--- src/rtl/division.sv ---
// Multicycle unsigned restoring divider: one quotient bit per clock, start/busy/done
// handshake, and the shared ALU {N,Z,C,V} flag vector.
module division #(
  parameter int n = 4
) (
  input  logic         clk,
  input  logic         rst_n,
  input  logic         start,
  input  logic [n-1:0] a,
  input  logic [n-1:0] b,
  output logic         busy,
  output logic         done,
  output logic [n-1:0] c,
  output logic [n-1:0] r,
  output logic [3:0]   banderas
);

  localparam int cw = $clog2(n + 1);

  typedef enum logic [1:0] {IDLE, CALC, DONE} state_t;

  state_t        state, state_next;
  logic [cw-1:0] count;
  logic [n:0]    rem;
  logic [n-1:0]  quo;
  logic [n-1:0]  div;

  logic [n:0]    rem_shift;
  logic [n:0]    rem_step;
  logic [n-1:0]  quo_step;
  logic          fits;

  // One restoring step: shift {rem, quo} left, then subtract the divisor if it fits.
  always_comb begin
    rem_shift = {rem[n-1:0], quo[n-1]};
    fits      = rem[n] | (rem_shift >= {1'b0, div});
    rem_step  = rem_shift;
    quo_step  = {quo[n-2:0], 1'b0};
    if (fits) begin
      rem_step = rem_shift - {1'b0, div};
      quo_step = {quo[n-2:0], 1'b1};
    end
  end

  // The divide-by-zero path spends its first DONE cycle latching results (done still low).
  always_comb begin
    state_next = state;
    case (state)
      IDLE: if (start) state_next = (b != '0) ? CALC : DONE;
      CALC: if (count == cw'(1)) state_next = DONE;
      DONE: if (done) state_next = IDLE;
      default: state_next = IDLE;
    endcase
  end

  assign busy = (state != IDLE);

  always_ff @(posedge clk or negedge rst_n) begin
    if (!rst_n) begin
      state    <= IDLE;
      count    <= '0;
      rem      <= '0;
      quo      <= '0;
      div      <= '0;
      done     <= 1'b0;
      c        <= '0;
      r        <= '0;
      banderas <= 4'b0000;
    end else begin
      state <= state_next;
      done  <= 1'b0;
      case (state)
        IDLE: begin
          if (start) begin
            rem   <= '0;
            quo   <= a;
            div   <= b;
            count <= cw'(n);
          end
        end
        CALC: begin
          rem   <= rem_step;
          quo   <= quo_step;
          count <= count - 1'b1;
          if (count == cw'(1)) begin
            c        <= quo_step;
            r        <= rem_step[n-1:0];
            banderas <= {1'b0, (quo_step == '0), 2'b00};
            done     <= 1'b1;
          end
        end
        DONE: begin
          if (!done) begin
            c        <= '1;
            r        <= quo;
            banderas <= 4'b0001;
            done     <= 1'b1;
          end
        end
        default: ;
      endcase
    end
  end

endmodule

--- config.mk ---
export PLATFORM = sky130hd
export DESIGN_NAME = division
export DESIGN_NICKNAME = d
export VERILOG_FILES = /design/src/rtl/division.sv
export SDC_FILE = /design/constraint.sdc
export NUM_CORES = 1
export LEC_CHECK = 0
export BUFFER_PORTS_ARGS = -buffer_cell sky130_fd_sc_hd__buf_4
export CAP_MARGIN = 30
export CELL_PAD_IN_SITES_DETAIL_PLACEMENT = 2
export CELL_PAD_IN_SITES_GLOBAL_PLACEMENT = 2
export CORE_ASPECT_RATIO = 0.5
export CORE_UTILIZATION = 32
export CTS_BUF_LIST = sky130_fd_sc_hd__clkbuf_4
export DETAILED_ROUTE_END_ITERATION = 6
export PLACE_DENSITY = 0.77
export SLEW_MARGIN = 20
export SYNTH_ARGS = -nofsm -noshare
export SYNTH_HDL_FRONTEND = slang
export SYNTH_SLANG_ARGS = --single-unit
--- constraint.sdc ---
create_clock -name clk -period 1.8 [get_ports clk]
set_input_delay 0.18 -clock clk [delete_from_list [all_inputs] [get_ports clk]]
set_output_delay 0.18 -clock clk [all_outputs]
set_load 0.02 [all_outputs]
==> results.cfg <==
[run_status]
status = finished with violations
failed_checks = setup timing

[logic_synthesis]
netlist_top_cells_area = dfrtp_1 44%, ha_1 6.9%, nand2_1 4.1%
syn_inst = 168
yosysTopAreaCellShare_pct = 44.44
ys_types = 40
ys_seq_elements = 29
synthArstFlopShare_pct = 100.0
ys_seq_area_share_pct = 44.44
synth_most_common_cell = dfrtp_1
synth_ff_type = dfrtp_1
synthTopCellsByCount = 29 x dfrtp_1, 18 x nand2_1, 13 x a21oi_1, 13 x inv_1, 13 x o21ai_0
synth_edf_count = 0
avgSynthCellArea_um2 = 9.719
syn_area_um2 = 1633
yosysTopAreaCell = dfrtp_1
ys_warn_count = 0

[routing]
wl_per_cell_um = 23.36
drt_iter0_drc = 83
first_pass_iters = 4
viasPerCell = 5.292
ant_nets = 0
num_vias = 1540
route.detailed.drc = 0
wirelength_um = 6799

[clock_tree]
numCtsBuffers = 5
cts_tree = built
clkSinkCount = 29
clkTransAtPathRegs_ns = 0.12
clkLatencyLatePin_ns = 0.35
root_buffer = clkbuf_4
htreeDepth = 2
ctsLongestPathBuffers = 2

[setup_path]
crit_path_max_fanout = 6
worst_path_largest_cell_delay_ns = 0.49
critPathKind = flip-flop to flip-flop
rr_startpoint = quo[3]$_DFFE_PN0P_
r2r_end = rem[4]$_DFFE_PN0P_
critPathMostFrequentCell = nand3_2
start_kind = flip-flop
cp_slowest_cell = or4_4
rrSetupSlack_ns = -0.08
ff2ff_path_depth = 8
endpoint_kind = flip-flop
cp_data_arrival_time_ns = 2.19
crit_required_ns = 2.10
critical_path.cell_chain = inv_2 -> ha_4 -> nand3_2 -> nand3_2 -> a21oi_4 -> buf_4 -> or4_4 -> nand3_2

[timing]
relSlewSlack_pct = 44.79
period_share_pct = 104.7
fin_hold_ws_ns = 0.09606
hold_violations = 0
finalSetupViolations = 6
tns_ns = -0.1570
tightest_slew_ns = 0.8175
fin_ws_ns = -0.08461
final-max-slew-violation-count = 0
fin_skew_ns = 0.01990
fin_crit_ns = 1.885
max_freq_mhz = 530.6
rsz0062_at_grt = true

[cells_and_area]
drive_above_1_share_pct = 43.56
antenna_cells = 0
fin_util_pct = 49.14
final_cell_count_no_fill = 291
area_growth_pct = 39.54
final_nets = 245

[global_routing]
grt_pass1_wl_um = 9397
grt_pass1_vias = 1703
grt_start_max_net_pins = 30
antenna_found_initial = 0
grt.overflow.total = 0
track_usage_pct = 24.73

[min_path]
hp-start = b[3]
min_path_type = primary input to flip-flop
min_path_cells = 2
whs_endpoint = div[3]$_DFFE_PN0P_

[placed_design]
numPortBuffers = 22
dp_hpwl_um = 3806
place.gp.congestion = 0.7522
dp_cells = 272

[floorplanning]
chipHeight_um = 52.51
start_util_pct = 35.21
fp.dieW_um = 103.0
coreArea_um2 = 4637
ios = 25
rows = 17
die-area_um2 = 5410

[power_and_ir_drop]
power_mw = 5.597
powerDensity_nw_per_um2 = 2456
p_leak_nw = 1.046
ir_drop_uv = 791.1

[run]
maxCapViolCount = 0
-- worst max-delay path by stage --
stage | startpoint | to | slack [ns] | cells after the start
after floorplan | rem[1]$_DFFE_PN0P_ | r[0]$_DFFE_PN0P_ | 0.02 | 6
after global placement | rem[1]$_DFFE_PN0P_ | r[0]$_DFFE_PN0P_ | -0.03 | 6
after detailed placement | quo[3]$_DFFE_PN0P_ | rem[4]$_DFFE_PN0P_ | -0.11 | 8
after CTS | quo[3]$_DFFE_PN0P_ | rem[4]$_DFFE_PN0P_ | -0.09 | 8
after global routing | state[1]$_DFFE_PN0P_ | r[0]$_DFFE_PN0P_ | -0.17 | 8
final | quo[3]$_DFFE_PN0P_ | rem[4]$_DFFE_PN0P_ | -0.08 | 8
-- critical path: cells and delay by family (launching register included) --
kind / cells / cell delay (ns)
flip-flops: 1 / 0.42
buffers and inverters: 2 / 0.22
AND/OR/NAND/NOR: 4 / 0.82
adder cells (fa/ha/maj): 1 / 0.27
AO/OA/AOI/OAI: 1 / 0.09
-- metal layers --
metal | wire [um] | global-route usage, % | vias up
li1 | - | - | 694
met1 | 3120 | 31.57 | 789
met2 | 3232 | 42.67 | 46
met3 | 316 | 5.067 | 11
met4 | 129 | 7.277 | 0
met5 | 0 | 0 | -
-- placed cells by master, fill, tap and decap left out, types with 3 or more instances in the layout --
cell type  netlist  final
buf_4            4     53
dfrtp_1         29     28
nand2_1         18     18
o21ai_0         13     12
nor2_1          10     10
inv_1           13      9
a21oi_1         13      9
clkbuf_4         0      8
inv_2            0      4
nand2b_1         4      4
mux2i_1          6      4
mux2_2           5      4
ha_1             9      4
nand3b_1         3      3
a21oi_2          0      3
nand4_1          3      3
nand3_2          1      3
o21ai_1          4      3
nand3_1          5      3
ha_4             0      3
-- power breakdown --
part / leakage, nW / internal, mW / switching [mW] / total (mW)
clock network: 0.0368 / 0.201 / 0.259 / 0.460
registers: 0.344 / 0.953 / 0.291 / 1.24
logic: 0.665 / 1.82 / 2.07 / 3.89
total: 1.05 / 2.97 / 2.62 / 5.60
-- registers in the layout (all words and copies together) (netlist names) --
signal	flops
banderas	2
c	4
count	3
div	4
done	1
quo	4
r	4
rem	5
state	2
-- cells by family (layout without fill, tap and decap cells) --
group,Yosys count,after routing,synth area share (%)
AND/OR/NAND/NOR,53,53,16.78
adder cells (fa/ha/maj),10,10,8.123
other,1,2,0.2297
multiplexers,11,11,7.126
XOR/XNOR,1,1,0.5365
flip-flops,29,29,44.44
AO/OA/AOI/OAI,43,43,17.09
buffers and inverters,20,76,5.671
-- stage by stage --
step                worst slack [ns]  instance area [um2]
finish                      -0.08461                 2278
global route                 -0.1735                 2278
CTS                         -0.09122                 2173
detailed placement           -0.1119                 2009
global placement            -0.02696                 2009
floorplan                    0.02306                 1640
-- repair_timing --
item                                   in CTS  in global routing
buffers inserted                            5                  6
setup endpoints to repair                  11                 13
gates cloned                                0                  0
endpoints found under the hold margin      29                  0
pin swaps                                   4                  9
hold buffers                                1                  0
gates resized for setup                    13                 19
-- layout make-up --
class / count / area, um2
multi-input cells: 120 / 940.9
well taps: 66 / 82.58
inverters: 13 / 48.80
flip-flops and latches: 29 / 726.9
fillers: 503 / 2359
clock buffers: 8 / 60.06
repair buffers: 55 / 419.2
No activity file was read; power rests on OpenSTA's default activity.
